===== src/rtl/muldiv_pkg.sv =====
// Shared types and constants for the RV32M iterative multiply/divide unit.
package muldiv_pkg;

  localparam int XLEN = 32;

  typedef enum logic [2:0] {
    OP_MUL    = 3'b000,
    OP_MULH   = 3'b001,
    OP_MULHSU = 3'b010,
    OP_MULHU  = 3'b011,
    OP_DIV    = 3'b100,
    OP_DIVU   = 3'b101,
    OP_REM    = 3'b110,
    OP_REMU   = 3'b111
  } muldiv_op_e;

  typedef enum logic [1:0] {
    ST_IDLE = 2'd0,
    ST_CALC = 2'd1,
    ST_DONE = 2'd2
  } muldiv_state_e;

  localparam logic [XLEN-1:0] DIV0_QUOT = {XLEN{1'b1}};
  localparam logic [XLEN-1:0] OVF_QUOT  = {1'b1, {(XLEN-1){1'b0}}};
  localparam logic [XLEN-1:0] OVF_REM   = {XLEN{1'b0}};

endpackage


===== src/rtl/muldiv_step.sv =====
// One combinational iteration: LSB-first shift-add multiply or MSB-first restoring divide.
module muldiv_step
  import muldiv_pkg::*;
#(
  parameter int WIDTH = XLEN
) (
  input  logic               i_div,
  input  logic [2*WIDTH-1:0] i_acc,
  input  logic [WIDTH-1:0]   i_opb,
  output logic [2*WIDTH-1:0] o_acc
);

  logic [WIDTH-1:0] w_hi;
  logic [WIDTH-1:0] w_lo;
  logic [WIDTH:0]   w_sum;
  logic [WIDTH:0]   w_shift;
  logic [WIDTH:0]   w_diff;
  logic             w_fits;

  assign w_hi = i_acc[2*WIDTH-1:WIDTH];
  assign w_lo = i_acc[WIDTH-1:0];

  // Multiply: hi accumulates the partial product, lo holds the remaining multiplier bits.
  assign w_sum = {1'b0, w_hi} + (w_lo[0] ? {1'b0, i_opb} : {(WIDTH+1){1'b0}});

  // Divide: hi is the partial remainder, lo shifts dividend bits out and quotient bits in.
  assign w_shift = {w_hi, w_lo[WIDTH-1]};
  assign w_diff  = w_shift - {1'b0, i_opb};
  assign w_fits  = ~w_diff[WIDTH];

  always_comb begin
    o_acc = {w_sum, w_lo[WIDTH-1:1]};
    if (i_div) begin
      o_acc = {(w_fits ? w_diff[WIDTH-1:0] : w_shift[WIDTH-1:0]), w_lo[WIDTH-2:0], w_fits};
    end
  end

endmodule


===== src/rtl/muldiv_unit.sv =====
// RV32M multi-cycle multiply/divide unit for the execute stage; stalls F/D/E until done.
module muldiv_unit
  import muldiv_pkg::*;
#(
  parameter int WIDTH = XLEN
) (
  input  logic             clk,
  input  logic             rst_n,
  input  logic             E_muldiv_start,
  input  logic [2:0]       E_muldiv_op,
  input  logic [WIDTH-1:0] E_rs1,
  input  logic [WIDTH-1:0] E_rs2,
  input  logic             E_flush,
  output logic             E_muldiv_stall,
  output logic             E_muldiv_done,
  output logic [WIDTH-1:0] E_muldiv_result
);

  localparam int CW = $clog2(WIDTH);
  localparam logic [CW-1:0]    L_LAST     = CW'(WIDTH - 1);
  localparam logic [WIDTH-1:0] L_ALL_ONES = {WIDTH{1'b1}};
  localparam logic [WIDTH-1:0] L_INT_MIN  = {1'b1, {(WIDTH-1){1'b0}}};

  muldiv_state_e      r_state;
  logic [2:0]         r_op;
  logic [CW-1:0]      r_cnt;
  logic [2*WIDTH-1:0] r_acc;
  logic [WIDTH-1:0]   r_opb;
  logic [WIDTH-1:0]   r_result;
  logic               r_neg;
  logic               r_neg_rem;

  logic               w_a_signed;
  logic               w_b_signed;
  logic               w_sa;
  logic               w_sb;
  logic [WIDTH-1:0]   w_mag_a;
  logic [WIDTH-1:0]   w_mag_b;
  logic               w_is_div;
  logic               w_div0;
  logic               w_ovf;
  logic [WIDTH-1:0]   w_special;
  logic [2*WIDTH-1:0] w_acc_nxt;
  logic [2*WIDTH-1:0] w_prod;
  logic [WIDTH-1:0]   w_quot;
  logic [WIDTH-1:0]   w_rem;
  logic [WIDTH-1:0]   w_final;

  assign w_a_signed = E_muldiv_op inside {OP_MULH, OP_MULHSU, OP_DIV, OP_REM};
  assign w_b_signed = E_muldiv_op inside {OP_MULH, OP_DIV, OP_REM};
  assign w_sa       = w_a_signed & E_rs1[WIDTH-1];
  assign w_sb       = w_b_signed & E_rs2[WIDTH-1];
  assign w_mag_a    = w_sa ? -E_rs1 : E_rs1;
  assign w_mag_b    = w_sb ? -E_rs2 : E_rs2;

  assign w_is_div  = E_muldiv_op[2];
  assign w_div0    = w_is_div & (E_rs2 == '0);
  assign w_ovf     = (E_muldiv_op inside {OP_DIV, OP_REM}) &
                     (E_rs1 == L_INT_MIN) & (E_rs2 == L_ALL_ONES);
  // op[1] separates REM/REMU from DIV/DIVU within the divide group
  assign w_special = w_div0 ? (E_muldiv_op[1] ? E_rs1 : L_ALL_ONES)
                            : (E_muldiv_op[1] ? '0 : L_INT_MIN);

  muldiv_step #(.WIDTH(WIDTH)) u_step (
    .i_div (r_op[2]),
    .i_acc (r_acc),
    .i_opb (r_opb),
    .o_acc (w_acc_nxt)
  );

  assign w_prod = r_neg ? -w_acc_nxt : w_acc_nxt;
  assign w_quot = r_neg ? -w_acc_nxt[WIDTH-1:0] : w_acc_nxt[WIDTH-1:0];
  assign w_rem  = r_neg_rem ? -w_acc_nxt[2*WIDTH-1:WIDTH] : w_acc_nxt[2*WIDTH-1:WIDTH];

  always_comb begin
    w_final = w_prod[2*WIDTH-1:WIDTH];
    case (r_op)
      OP_MUL:           w_final = w_prod[WIDTH-1:0];
      OP_DIV, OP_DIVU:  w_final = w_quot;
      OP_REM, OP_REMU:  w_final = w_rem;
      default:          w_final = w_prod[2*WIDTH-1:WIDTH];
    endcase
  end

  always_ff @(posedge clk) begin
    if (!rst_n) begin
      r_state   <= ST_IDLE;
      r_op      <= '0;
      r_cnt     <= '0;
      r_acc     <= '0;
      r_opb     <= '0;
      r_result  <= '0;
      r_neg     <= 1'b0;
      r_neg_rem <= 1'b0;
    end else if (E_flush) begin
      r_state <= ST_IDLE;
      r_cnt   <= '0;
    end else begin
      case (r_state)
        ST_IDLE: begin
          if (E_muldiv_start) begin
            r_op      <= E_muldiv_op;
            r_neg     <= w_sa ^ w_sb;
            r_neg_rem <= w_sa;
            r_cnt     <= '0;
            if (w_div0 || w_ovf) begin
              r_result <= w_special;
              r_state  <= ST_DONE;
            end else begin
              // Divide shifts the dividend through lo; multiply shifts the multiplier.
              r_acc   <= {{WIDTH{1'b0}}, (w_is_div ? w_mag_a : w_mag_b)};
              r_opb   <= w_is_div ? w_mag_b : w_mag_a;
              r_state <= ST_CALC;
            end
          end
        end
        ST_CALC: begin
          r_acc <= w_acc_nxt;
          r_cnt <= r_cnt + CW'(1);
          if (r_cnt == L_LAST) begin
            r_result <= w_final;
            r_state  <= ST_DONE;
          end
        end
        ST_DONE: r_state <= ST_IDLE;
        default: r_state <= ST_IDLE;
      endcase
    end
  end

  assign E_muldiv_stall  = rst_n & (((r_state == ST_IDLE) & E_muldiv_start & ~E_flush) |
                                    (r_state == ST_CALC));
  assign E_muldiv_done   = (r_state == ST_DONE);
  assign E_muldiv_result = r_result;

endmodule


===== config.mk =====
export PLATFORM = sky130hd
export DESIGN_NAME = muldiv_unit
export DESIGN_NICKNAME = d
export VERILOG_FILES = /design/src/rtl/muldiv_pkg.sv /design/src/rtl/muldiv_step.sv /design/src/rtl/muldiv_unit.sv
export SDC_FILE = /design/constraint.sdc
export NUM_CORES = 1
export LEC_CHECK = 0
export CAP_MARGIN = 25
export CORE_MARGIN = 2
export CORE_UTILIZATION = 42
export CTS_CLUSTER_DIAMETER = 100
export DETAILED_ROUTE_END_ITERATION = 8
export GPL_ROUTABILITY_DRIVEN = 0
export MAX_ROUTING_LAYER = met4
export PLACE_DENSITY = 0.7
export SYNTH_ARGS = -nofsm -noshare
export SYNTH_HDL_FRONTEND = slang
export SYNTH_HIERARCHICAL = 1
export SYNTH_SLANG_ARGS = --single-unit

===== constraint.sdc =====
create_clock -name clk -period 4.7 [get_ports clk]
set_input_delay 0.47 -clock clk [delete_from_list [all_inputs] [get_ports clk]]
set_output_delay 0.47 -clock clk [all_outputs]
set_load 0.02 [all_outputs]

; ---- Yosys cells after proc, flatten, opt, wreduce, memory -nomap -nowiden
; Index checks and enable logic that the tools add are counted.
[totals]
reg_bits = 140
latchBits = 0
mem_bits_rw = 0
rom_bits = 0
inputBits = 71
mem_count = 0
[classes]
addsub = 8
n_mul = 0
div = 0
magnitude_cmp = 0
eq_ne = 17
shift = 0
n_mux = 27
bitwise = 14
n_reduce_logical = 17
[op_table]
columns = operator, count
row1 = 32-bit 2-to-1 mux, 14
row2 = 64-bit 2-to-1 mux, 4
row3 = 32-bit negation, 4
row4 = 64-bit one-hot mux with 2 select lines, 1
row5 = 32-bit one-hot mux with 3 select lines, 1
row6 = "32-bit equality test, second input constant", 2
row7 = 64-bit negation, 1
row8 = 32-bit one-hot mux with 2 select lines, 1
row9 = 32-bit by 33-bit adder with 33-bit output, 1
row10 = 33-bit by 32-bit subtractor with 33-bit output, 1
row11 = 32-bit logical NOT, 1
row12 = "3-bit equality test, second input constant", 6
row13 = 5-bit one-hot mux with 2 select lines, 1
row14 = 1-bit bitwise AND, 8
row15 = "2-bit != test, second input constant", 4
row16 = 4-bit AND reduction, 2
row17 = 2-bit 2-to-1 mux, 3
row18 = 2-bit OR reduction, 3
row19 = "5-bit by 1-bit adder with 5-bit output, second input constant", 1
row20 = "5-bit equality test, second input constant", 1
row21 = 5-bit 2-to-1 mux, 1
row22 = 5-bit AND reduction, 1
row23 = 1-bit inverter, 4
row24 = 2-bit one-hot mux with 2 select lines, 1
row25 = 14 further kinds, 16

; ---- Longest topological paths before layout
; Gate-level depths: netlist (run 1).
[logic_depth]
ltp_word = 8
ltp_mapped = 24
ltp_nobuf = 22

; ---- Modules after synthesis
; The synthesis (run 1) kept the hierarchy.
[by_module_without_submodules]
columns = mod, n_inst, cells_each, area_per_inst_um2
row1 = muldiv_unit, 1, 1384, 10349.9
row2 = muldiv_step, 1, 652, 4525.6

; ---- Worst setup path before layout (run 1)
; Ideal clock, no wire load.
[synth_path]
path_kind = flip-flop to flip-flop
startpoint = register r_acc[31]
endpoint = register r_result[29] (netlist: E_muldiv_result[29])
setup_time_ns = 0.122
arrival_time_ns = 5.017
setup_slack_ns = -0.439
path_stages_with_launch = 23
n_path_buf = 2
path_cell_list = dfxtp_1 -> inv_1 -> ha_1 -> fa_1 -> nand2b_1 -> a21o_1 -> a211oi_1 -> a31oi_1 -> o21ai_1 -> a21oi_1 -> a31oi_1 -> xnor2_1 -> buf_2 -> mux2i_1 -> a21oi_1 -> clkbuf_1 -> nor4_2 -> nand4_1 -> or4_1 -> nor3b_1 -> a31oi_1 -> a311oi_1 -> a221o_1
[synth_between]
elab_chain_cells = 8
[synth_rtl]
columns = item, line
row1 = from (decl), muldiv_unit.sv:27  ; logic [2*WIDTH-1:0] r_acc;
row2 = from (signal assigned), muldiv_unit.sv:111  ; r_acc <= {{WIDTH{1'b0}}, (w_is_div ? w_mag_a : w_mag_b)};
row3 = from (signal assigned), muldiv_unit.sv:118  ; r_acc <= w_acc_nxt;
row4 = 33-bit by 32-bit subtractor with 33-bit output *, muldiv_step.sv:28  ; assign w_diff = w_shift - {1'b0, i_opb};
row5 = 32-bit 2-to-1 mux *, muldiv_step.sv:34  ; o_acc = {(w_fits ? w_diff[WIDTH-1:0] : w_shift[WIDTH-1:0]), w_lo[WIDTH-2:0], w_fits};
row6 = 64-bit 2-to-1 mux *, muldiv_step.sv:33  ; if (i_div) begin
row7 = net w_acc_nxt[38], muldiv_unit.sv:43  ; logic [2*WIDTH-1:0] w_acc_nxt;
row8 = 64-bit negation or 32-bit negation (tied branches), "muldiv_unit.sv:71, muldiv_unit.sv:73"
row9 = 64-bit 2-to-1 mux or 32-bit 2-to-1 mux (tied branches), "muldiv_unit.sv:71, muldiv_unit.sv:73"
row10 = 32-bit one-hot mux with 3 select lines *, muldiv_unit.sv:77  ; case (r_op)
row11 = 32-bit 2-to-1 mux *, muldiv_unit.sv:120  ; if (r_cnt == L_LAST) begin
row12 = 32-bit one-hot mux with 2 select lines *, muldiv_unit.sv:99  ; case (r_state)
row13 = to (signal assigned), muldiv_unit.sv:107  ; r_result <= w_special;
row14 = to (signal assigned), muldiv_unit.sv:121  ; r_result <= w_final;
row15 = to (decl), muldiv_unit.sv:29  ; logic [WIDTH-1:0] r_result;
; Mark *: on every way through the listed nets, which the timed path passes. The rest lies on a longest branch. The select of a mux whose other input is x is not followed.
; A chain may end at the register's enable or synchronous reset.

; ---- Final worst setup path (run 1)
[layout_path]
startpoint = register r_acc[31]
endpoint = register r_result[27] (netlist: E_muldiv_result[27])
; Same word-level chain as after synthesis.

==> results of run 1 <==
registers in the layout (all words and copies together) (netlist names):
name / cells
r_neg: 1
r_state: 2
r_cnt: 5
r_neg_rem: 1
r_op: 3
r_acc: 64
r_opb: 32
E_muldiv_result: 32
per-stage QoR:
stage / setup TNS (ps) / area (µm²) / cells / setup slack, ps
after floorplan: -27.7 / 15000 / 2036 / -19.5
after global placement: -5160 / 17900 / 2685 / -327
after detailed placement: -6890 / 17900 / 2686 / -387
after CTS: -1230 / 19000 / 2756 / -175
after global routing: -12530 / 19600 / 2780 / -610
final: -5890 / 19600 / 2781 / -403
metal layers:
layer / vias to the layer above / share of wire (%) / track usage, % / wire, µm
met5: - / 0 / - / 0
met4: 0 / 4.6 / 13.4 / 2870
met3: 245 / 12 / 7.31 / 7590
met2: 1293 / 43 / 51.2 / 27100
met1: 8426 / 40 / 43.7 / 25400
li1: 8102 / - / - / -
repair_timing:
item,4_1_cts,5_1_grt
endpoints found under the setup margin,30,32
pin swaps,38,72
hold buffers,0,0
buffers inserted,40,20
resized for setup,58,103
area by class of cell:
type / count / area share (%)
multi-input combinational: 1682 / 61.4
clock buffer: 20 / 2.28
sequential: 140 / 14.3
inverter: 73 / 1.40
antenna: 6 / 0.0765
timing repair buffer: 394 / 17.0
clock inverter: 11 / 0.567
tap: 455 / 2.90
layout by cell type, fill, tap and decap left out, types with 10 or more instances in the layout:
cell / Yosys / routed
xnor2_1: 99 / 98
buf_6: 1 / 17
buf_4: 0 / 266
mux2i_1: 78 / 71
a21oi_1: 167 / 152
o41ai_1: 17 / 11
inv_1: 71 / 69
o21ai_1: 12 / 17
o22ai_1: 12 / 12
clkbuf_16: 0 / 17
o31ai_1: 30 / 18
ha_1: 71 / 66
a31oi_1: 43 / 40
or4_1: 25 / 22
mux2_2: 36 / 36
and2_1: 36 / 35
dfxtp_1: 140 / 136
a22oi_1: 37 / 37
nor4_1: 31 / 22
nand3_1: 54 / 51
a21oi_2: 1 / 15
o221ai_1: 27 / 24
o21ai_0: 110 / 94
nand4_1: 26 / 26
nor3_1: 46 / 38
nand2_1: 174 / 170
or3_1: 21 / 18
o21a_1: 10 / 10
o211ai_1: 28 / 28
nand2b_1: 15 / 14
o2bb2ai_1: 22 / 21
o31ai_2: 0 / 10
clkdlybuf4s50_1: 0 / 103
a21o_1: 25 / 25
nor2_1: 187 / 183
xor2_1: 78 / 76
nor2b_1: 19 / 18
o21ai_2: 1 / 12
power groups by stage:
stage,clock (mW),combinational (mW),sequential (mW)
2_1_floorplan,0,0.967,1.29
3_3_place_gp,0,1.56,1.31
3_5_place_dp,0,1.58,1.32
4_1_cts,1.34,1.70,1.29
5_1_grt,1.39,2.02,1.30
6_report,1.34,1.92,1.29
cell usage after synthesis (26+ instances only):
library cell	count
a21oi_1	167
a22oi_1	37
a31oi_1	43
and2_1	36
clkbuf_1	112
dfxtp_1	140
ha_1	71
inv_1	71
mux2_2	36
mux2i_1	78
nand2_1	174
nand3_1	54
nand4_1	26
nor2_1	187
nor3_1	46
nor4_1	31
o211ai_1	28
o21ai_0	110
o221ai_1	27
o31ai_1	30
xnor2_1	99
xor2_1	78
logic make-up (layout without fill, tap and decap cells):
family,count (synthesis),in the layout
adders and majority gates,73,73
buffers and inverters,214,498
muxes,114,114
xor gates and xnor gates,177,177
DFF,140,140
AOI/OAI and AO/OA,639,639
and+or+nand+nor,679,679
other,0,6
how the worst min path moves through the flow:
| stage | from | end | slack, ps | cells after the start |
|---|---|---|---|---|
| floorplan | r_opb[11]$_SDFFE_PN0P_ | r_opb[11]$_SDFFE_PN0P_ | 440 | 2 |
| global placement | r_opb[14]$_SDFFE_PN0P_ | r_opb[14]$_SDFFE_PN0P_ | 460 | 2 |
| detailed placement | r_opb[14]$_SDFFE_PN0P_ | r_opb[14]$_SDFFE_PN0P_ | 460 | 2 |
| CTS | r_opb[14]$_SDFFE_PN0P_ | r_opb[14]$_SDFFE_PN0P_ | 470 | 2 |
| global route | r_opb[14]$_SDFFE_PN0P_ | r_opb[14]$_SDFFE_PN0P_ | 490 | 2 |
| finish | r_opb[14]$_SDFFE_PN0P_ | r_opb[14]$_SDFFE_PN0P_ | 470 | 2 |
worst min-delay path, delay by kind of cell (launching register included):
| family | cells | cell delay [ps] |
|---|---|---|
| AOI/OAI and AO/OA | 1 | 50 |
| DFF | 1 | 320 |
| and+or+nand+nor | 1 | 50 |
==> flow_metrics.py, run 1 <==
metrics = {
    "pwr": {
        "swShare_pct": 38.6,
        "p_total_mw": 4.55,
        "p_seq_share_pct": 28.4,
        "leakage_nw": 7.89,
        "switchingPower_mw": 1.75,
        "p_int_mw": 2.80,
        "power.density_mw_per_mm2": 232,
        "ir_worst_vdd_v": 0.000243,
        "power_frac_clock_pct": 29.4,
        "power_frac_comb_pct": 42.1,
    },
    "run_status": {
        "outcome": "finished with violations",
        "violations": "negative setup slack",
    },
    "setup_path": {
        "r2r-start": "r_acc[31]$_SDFFE_PN0P_",
        "rr_worst_depth": 25,
        "required_ps": 5010,
        "rr_endpoint": "E_muldiv_result[27]$_SDFFE_PN0P_",
        "cp_num_cells": 25,
        "worst-path-buf-inv": 6,
        "rrSetupSlack_ps": -400,
        "endpoint": "E_muldiv_result[27]$_SDFFE_PN0P_",
        "critPathMaxFanout": 8,
        "end_kind": "register",
        "critPathTopFamily": "compound AO/OA/AOI/OAI gates",
        "max_stage_delay_ps": 340,
        "crit_path_top_delay_cell": "fa_2",
        "cp-start-kind": "register",
        "cp-startpoint": "r_acc[31]$_SDFFE_PN0P_",
        "arrival_ps": 5420,
        "crit_path_frequent_cell": "buf_4",
        "crit_type": "register to register",
    },
    "global_routing": {
        "grt_max_degree": 75,
        "grt_usage_pct": 33.8,
        "grt_pass1_vias": 16421,
        "grt_pass1_wl_mm": 94.0,
        "antenna_found_initial": 5,
        "overflow": 0,
    },
    "drt": {
        "ant_nets": 0,
        "wl_per_cell_um": 22.6,
        "initialDrtViolationCount": 2773,
        "num_vias": 18066,
        "dr.pass1.iters": 8,
        "wl_mm": 63.0,
        "drc": 0,
        "via_per_inst": 6.50,
    },
    "synthesis": {
        "synth.largest_area_cell": "dfxtp_1",
        "synth_edf_count": 0,
        "synth_compound_area_share_pct": 28.5,
        "yosysWarnings": 6,
        "synth_xor_area_share_pct": 10.4,
        "synth_top_area_share_pct": 18.8,
        "yosysSeqAreaShare_pct": 18.8,
        "syn_inst": 2036,
        "synth_ff_type": "dfxtp_1",
        "mappedNetlistArea_mm2": 0.0149,
        "ys_ff_latch": 140,
        "syn_nets": 2180,
        "synthSimpleGateAreaFrac_pct": 22.5,
        "synth_area_per_cell_um2": 7.31,
        "synth_fa_ha_area_share_pct": 6.24,
        "async_flop_share_pct": 0,
        "yosysUniqueCellTypes": 85,
        "synth_top_family_by_area": "compound AO/OA/AOI/OAI gates",
        "synthMuxAreaShare_pct": 7.97,
        "ys_top_cells_by_area": "dfxtp_1, ha_1, xnor2_1",
    },
    "sta": {
        "fin_ws_ps": -403,
        "period_needed_ps": 5100,
        "finalSetupViolCount": 28,
        "drv_slew": 0,
        "fin_crit_sh_pct": 109,
        "slew_headroom_pct": 25.7,
        "tightest_slew_ps": 1110,
        "finClkSkew_ps": 16.5,
        "hold_slack_ps": 465,
        "final_hold_viol_count": 0,
        "grt_setup_unrepaired": "true",
        "max_freq_ghz": 0.196,
    },
    "layout": {
        "drive_above_1_share_pct": 22.0,
        "utilization_pct": 56.5,
        "seq_area_mm2": 0.00281,
        "num-fill-cells": 3127,
        "area_growth_pct": 31.9,
        "nNetsFinal": 2452,
        "multi_input_area_mm2": 0.0121,
    },
    "die": {
        "dieArea_mm2": 0.0369,
        "die_x_um": 192,
        "io_pins": 105,
        "rows": 68,
        "fp.coreArea_mm2": 0.0347,
        "initial_core_util_pct": 42.9,
        "die-height_um": 192,
    },
    "worst_hold_path": {
        "worstHoldPathType": "register to register",
    },
    "flow_run": {
        "maxCapViolCount": 0,
    },
    "clock_tree": {
        "cts.sinks": 140,
        "cts_buffer_depth": 2,
        "path_clk_slew_ps": 60,
        "clk_latency_ps": 450,
        "cts-root-buf": "clkbuf_16",
        "cts_tree": "yes",
        "numCtsBuffers": 17,
        "htreeDepth": 4,
    },
    "place": {
        "port_buffers": 104,
        "dp_hpwl_mm": 46.5,
    },
}
(Power assumes the default switching activity.)
==> run 2: changes to the inputs <==
--- a/config.mk
+++ b/config.mk
@@ -5,7 +5,7 @@
 export SDC_FILE = /design/constraint.sdc
 export NUM_CORES = 1
 export LEC_CHECK = 0
-export CAP_MARGIN = 25
+export CAP_MARGIN = 20
 export CORE_MARGIN = 2
 export CORE_UTILIZATION = 42
 export CTS_CLUSTER_DIAMETER = 100
==> run 2 against run 1 <==
Setup slack improved by 73 ps. Design area increased by 0.19%. Largest power group unchanged. The flow still finishes with violations (negative setup slack). Count of clock-buffer cells in the layout stayed put. Sequential share of layout area about the same. Global-route usage increased by 0.54 points. Via count rose by 0.30%. Clock power decreased by 4%. Final cell count down 0.25%. Combinational power is essentially flat.
==> flow_metrics.py, run 2 (synthesis gave the netlist of run 1 again) <==
metrics = {
    "sta": {
        "finalSetupViolCount": 28,
        "tightest_slew_ps": 995,
        "final_hold_viol_count": 0,
        "finClkSkew_ps": 14.2,
        "grt_setup_unrepaired": "true",
        "fin_crit_sh_pct": 107,
        "fin_ws_ps": -330,
        "period_needed_ps": 5030,
        "max_freq_ghz": 0.199,
        "slew_headroom_pct": 33.5,
        "drv_slew": 0,
        "setup_tns_ps": -4390,
        "hold_slack_ps": 478,
    },
    "setup_path": {
        "end_kind": "register",
        "cp-start-kind": "register",
        "required_ps": 5010,
        "arrival_ps": 5340,
        "crit_path_top_delay_cell": "nor4_4",
        "crit_type": "register to register",
        "critPathMaxFanout": 7,
        "cp_cell_sequence": "inv_2 > ha_4 > fa_2 > nand2b_4 > a21o_1 > a211oi_4 > a31oi_4 > o21ai_2 > a21oi_2 > a31oi_1 > buf_4 > xnor2_4 > buf_12 > mux2i_1 > a21oi_2 > nor4_4 > nand4_1 > buf_6 > o31ai_4 > xor2_1 > o221ai_1 > o221ai_1 > o311ai_1",
        "max_stage_delay_ps": 380,
    },
    "layout": {
        "seq_area_mm2": 0.00281,
        "drive_above_1_share_pct": 21.9,
        "top_register": "r_acc",
        "num-fill-cells": 3122,
        "layout_common_cells": "buf_4, nor2_1, nand2_1",
        "fin_cells": 2774,
        "largest_register_ffs": 64,
        "final_common_cell": "buf_4",
        "utilization_pct": 56.6,
        "finalInstanceArea_mm2": 0.0197,
        "area_growth_pct": 32.2,
        "multi_input_area_mm2": 0.0122,
        "nNetsFinal": 2448,
    },
    "drt": {
        "num_vias": 18120,
        "dr.pass1.iters": 7,
        "drc": 0,
        "via_per_inst": 6.53,
        "ant_nets": 0,
        "wl_per_cell_um": 22.9,
        "initialDrtViolationCount": 2839,
        "wl_mm": 63.4,
    },
    "run_status": {
        "outcome": "finished with violations",
        "violations": "negative setup slack",
    },
    "pwr": {
        "leakage_nw": 7.85,
        "power.density_mw_per_mm2": 229,
        "ir_worst_vdd_v": 0.000231,
    },
    "clock_tree": {
        "cts_tree": "yes",
        "numCtsBuffers": 17,
        "cts.sinks": 140,
        "ctsHoldBuffers": 0,
        "clk_latency_ps": 450,
        "cts-root-buf": "clkbuf_16",
        "htreeDepth": 4,
        "cts_buffer_depth": 2,
        "path_clk_slew_ps": 70,
    },
    "flow_run": {
        "maxCapViolCount": 0,
    },
    "global_routing": {
        "grt_usage_pct": 34.4,
        "grt_pass1_wl_mm": 95.7,
        "grt_max_degree": 75,
        "overflow": 0,
        "grt_pass1_vias": 16774,
        "antenna_found_initial": 2,
    },
    "die": {
        "initial_core_util_pct": 42.9,
        "die-height_um": 192,
        "io_pins": 105,
        "dieArea_mm2": 0.0369,
        "rows": 68,
        "fp.coreArea_mm2": 0.0347,
        "die_x_um": 192,
    },
    "place": {
        "dpl-instance-area_mm2": 0.0179,
        "dp_hpwl_mm": 46.6,
        "place_inst": 2685,
        "port_buffers": 104,
    },
    "worst_hold_path": {
        "worstHoldPathType": "register to register",
    },
}
[run 2: final timing paths]
check | start | end | slack (ps) | cells after the start
worst max-delay path | r_acc[31]$_SDFFE_PN0P_ | E_muldiv_result[27]$_SDFFE_PN0P_ | -330 | 23
worst max register to register | r_acc[31]$_SDFFE_PN0P_ | E_muldiv_result[27]$_SDFFE_PN0P_ | -330 | 23
worst min register to register | r_opb[30]$_SDFFE_PN0P_ | r_opb[30]$_SDFFE_PN0P_ | 480 | 2
worst min-delay path | r_opb[30]$_SDFFE_PN0P_ | r_opb[30]$_SDFFE_PN0P_ | 480 | 2
[run 2: per-layer routing]
metal | GRT usage (%) | vias up | share of wire (%)
li1 | - | 8094 | -
met1 | 43.9 | 8434 | 40
met5 | - | - | 0
met4 | 13.4 | 0 | 4.7
met2 | 52.1 | 1316 | 44
met3 | 8.37 | 276 | 12
[run 2: what timing repair did]
item,4_1_cts,5_1_grt
buffers inserted,42,12
gates resized for setup,85,85
endpoints found under the setup margin,32,32
pin swaps,43,44
cloned,1,0
[run 2: critical path: cells and delay by family (launching register included)]
kind	cells	cell delay, ps
AOI/OAI and AO/OA	11	1980
and+or+nand+nor	3	800
buffers and inverters	4	630
adders and majority gates	2	500
xor gates and xnor gates	2	430
DFF	1	330
muxes	1	210
[run 2: final cells by class]
| cell class | count | area share, % |
|---|---|---|
| well taps | 455 | 2.90 |
| multi-input cells | 1683 | 61.9 |
| repair buffers | 389 | 16.8 |
| diodes | 2 | 0.0255 |
| inverters | 73 | 1.39 |
| clock buffers | 20 | 2.22 |
| clock inverters | 12 | 0.452 |
| flip-flops and latches | 140 | 14.3 |
[run 2: through the flow]
stage          power [mW]  setup WS, ps
2_1_floorplan        2.26         -19.5
3_3_place_gp         2.88          -327
3_5_place_dp         2.90          -393
4_1_cts              4.30          -174
5_1_grt              4.65          -440
6_report             4.51          -330
[run 2: power breakdown]
part           internal (mW)  switching [mW]  total [mW]
Combinational          0.818            1.11        1.93
Sequential              1.23          0.0597        1.29
Clock                  0.680           0.604        1.28
Total                   2.73            1.77        4.51
==> edit, RTL diff (config.mk and constraints of run 1) <==
Reset style: asynchronous (`rst_n`), changed in one clocked block.
--- a/src/rtl/muldiv_unit.sv
+++ b/src/rtl/muldiv_unit.sv
@@ -84,3 +84,3 @@
 
-  always_ff @(posedge clk) begin
+  always_ff @(posedge clk or negedge rst_n) begin
     if (!rst_n) begin
Behaviour: differs if rst_n is asserted again (counterexample within 4 cycles, from zero or initial values and one cycle with rst_n low); with rst_n held inactive, the same outputs for 4 cycles.
==> edit against run 1 <==
- the flow finishes with violations (DRC, setup timing)
- synthesized area rose by 3.6%
- non-clock buffer count is 65 higher
- final area rose by 8.3%
- clock skew decreased by 0.00059 ns
- via count rose by 4.8%
- wire length grew 12%
- sequential cell count stayed put
- setup slack lost 0.44 ns
- largest cell class unchanged
Power is not compared: it rests on default switching activity, and its combinational part moved more than twofold at a synthesized area within 25%.
==> edit: results (changes against run 1) <==
* All-Layer GR Usage at 36.1% (+2.3 points)
* # setup viols final at 32 (+14%)
* Failing checks: DRC, setup timing
* Outcome: finished, violations left
* Nets at 2,523 (+2.9%)
* Initial antenna violation count at 3 (-2)
* Slew @ Worst Pin at 1.04 ns (-0.0740 ns)
* Cells after DPL at 2,767 (+3.0%)
* Slowest-stage cell, CP: nand4_1
* Fill cells at 3,077 (-1.6%)
* Min setup slack post-route at -0.840 ns (-0.437 ns)
* Share of layout cells above drive strength 1 at 26.2% (+4.2 points)
* Pre-antenna DRT Iters at 9 (+1)
* Vias/cell at 6.61 (+1.8%)
* Setup WS pre-CTS at -0.571 ns (-0.184 ns)
* Worst r2r src: r_acc[31]
* Leading post-synthesis cells by cell area: dfrtp_1 (23%), nand2_1 (6.0%), xnor2_1 (6.0%), ha_1 (5.8%), xor2_1 (4.5%)
* Vias in the first global route at 17,600 (+6.9%)
* FFs w/ async S/R, synth at 100% (+100 points)
* First-pass GRT wire length at 103 mm (+9.5%)
* Clock Skew at 0.0159 ns (-0.000586 ns)
* Reg2reg end: E_muldiv_result[14]
* DRC Markers at 91 (+91)
* Hold WS at 0.0857 ns (-0.380 ns)
* Critical path peak fanout at 5 (-3)
* Clock-pin transition on the worst setup and hold timing paths at 0.08 ns (+0.02 ns)
* Dpl hpwl at 50.2 mm (+7.8%)
* WL final at 70.4 mm (+12%)
* Hold WC Path Type: in2async
* Reg2reg path depth at 26 (+4.0%)
* Crit path arrival time at 5.88 ns (+0.46 ns)
* Iteration-0 DRC Markers at 3,159 (+14%)
* Post-Place Cell Area at 0.0189 mm2 (+5.8%)
* Post-synth top cells: nand2_1 (247), nor2_1 (174), dfrtp_1 (140), o21ai_0 (136)
-- edit: cell families (layout without fill, tap and decap cells) --
family,Yosys count,count (layout),synth area share [%]
other cells,0,3,0
simple gates,734,735,22.8
buf+inv,207,561,5.25
xor+xnor,185,185,10.5
compound gates,582,582,24.7
mux,116,116,8.03
fa+ha+maj,73,73,6.03
flops,140,140,22.7
-- edit: how the worst max path moves through the flow --
| stage | endpoint | startpoint | cells after the start |
|---|---|---|---|
| finish | E_muldiv_result[14] | r_acc[31] | 26 |
| global route | E_muldiv_result[22] | r_acc[31] | 25 |
| CTS | E_muldiv_result[30] | r_acc[31] | 24 |
| detailed placement | E_muldiv_result[31] | r_opb[1] | 24 |
| global placement | E_muldiv_result[12] | r_acc[31] | 23 |
| floorplan | E_muldiv_result[26] | r_acc[31] | 24 |
-- edit: layout make-up --
type                    instances  area (um2)  share of cell area [%]
flip-flops and latches        140        3510                    16.5
diodes                          3        7.51                  0.0353
repair buffers                459        3890                    18.3
inverters                      70         263                    1.24
clock buffers                  17         425                    2.00
multi-input cells            1691       12400                    58.3
well taps                     468         586                    2.76
clock inverters                15         175                   0.824
-- edit: per-layer routing --
layer	track usage [%]	wire length, um
met5	-	0
met4	19.9	5650
met3	9.59	8520
met2	54.6	30000
met1	43.7	26200
-- edit: what timing repair did --
item                                    CTS  global route
hold endpoints to repair                  0             0
cloned                                    3             0
pin swaps                                88           103
setup buffers                            40            27
gates resized for setup                 137           104
endpoints found under the setup margin   32            32
-- edit: power groups by stage --
stage	logic, mW	clock network, mW	registers [mW]
2_1_floorplan	2.87	0	1.52
3_3_place_gp	4.77	0	1.60
3_5_place_dp	4.86	0	1.61
4_1_cts	5.41	1.45	1.59
5_1_grt	6.41	1.51	1.62
6_report	6.17	1.46	1.60
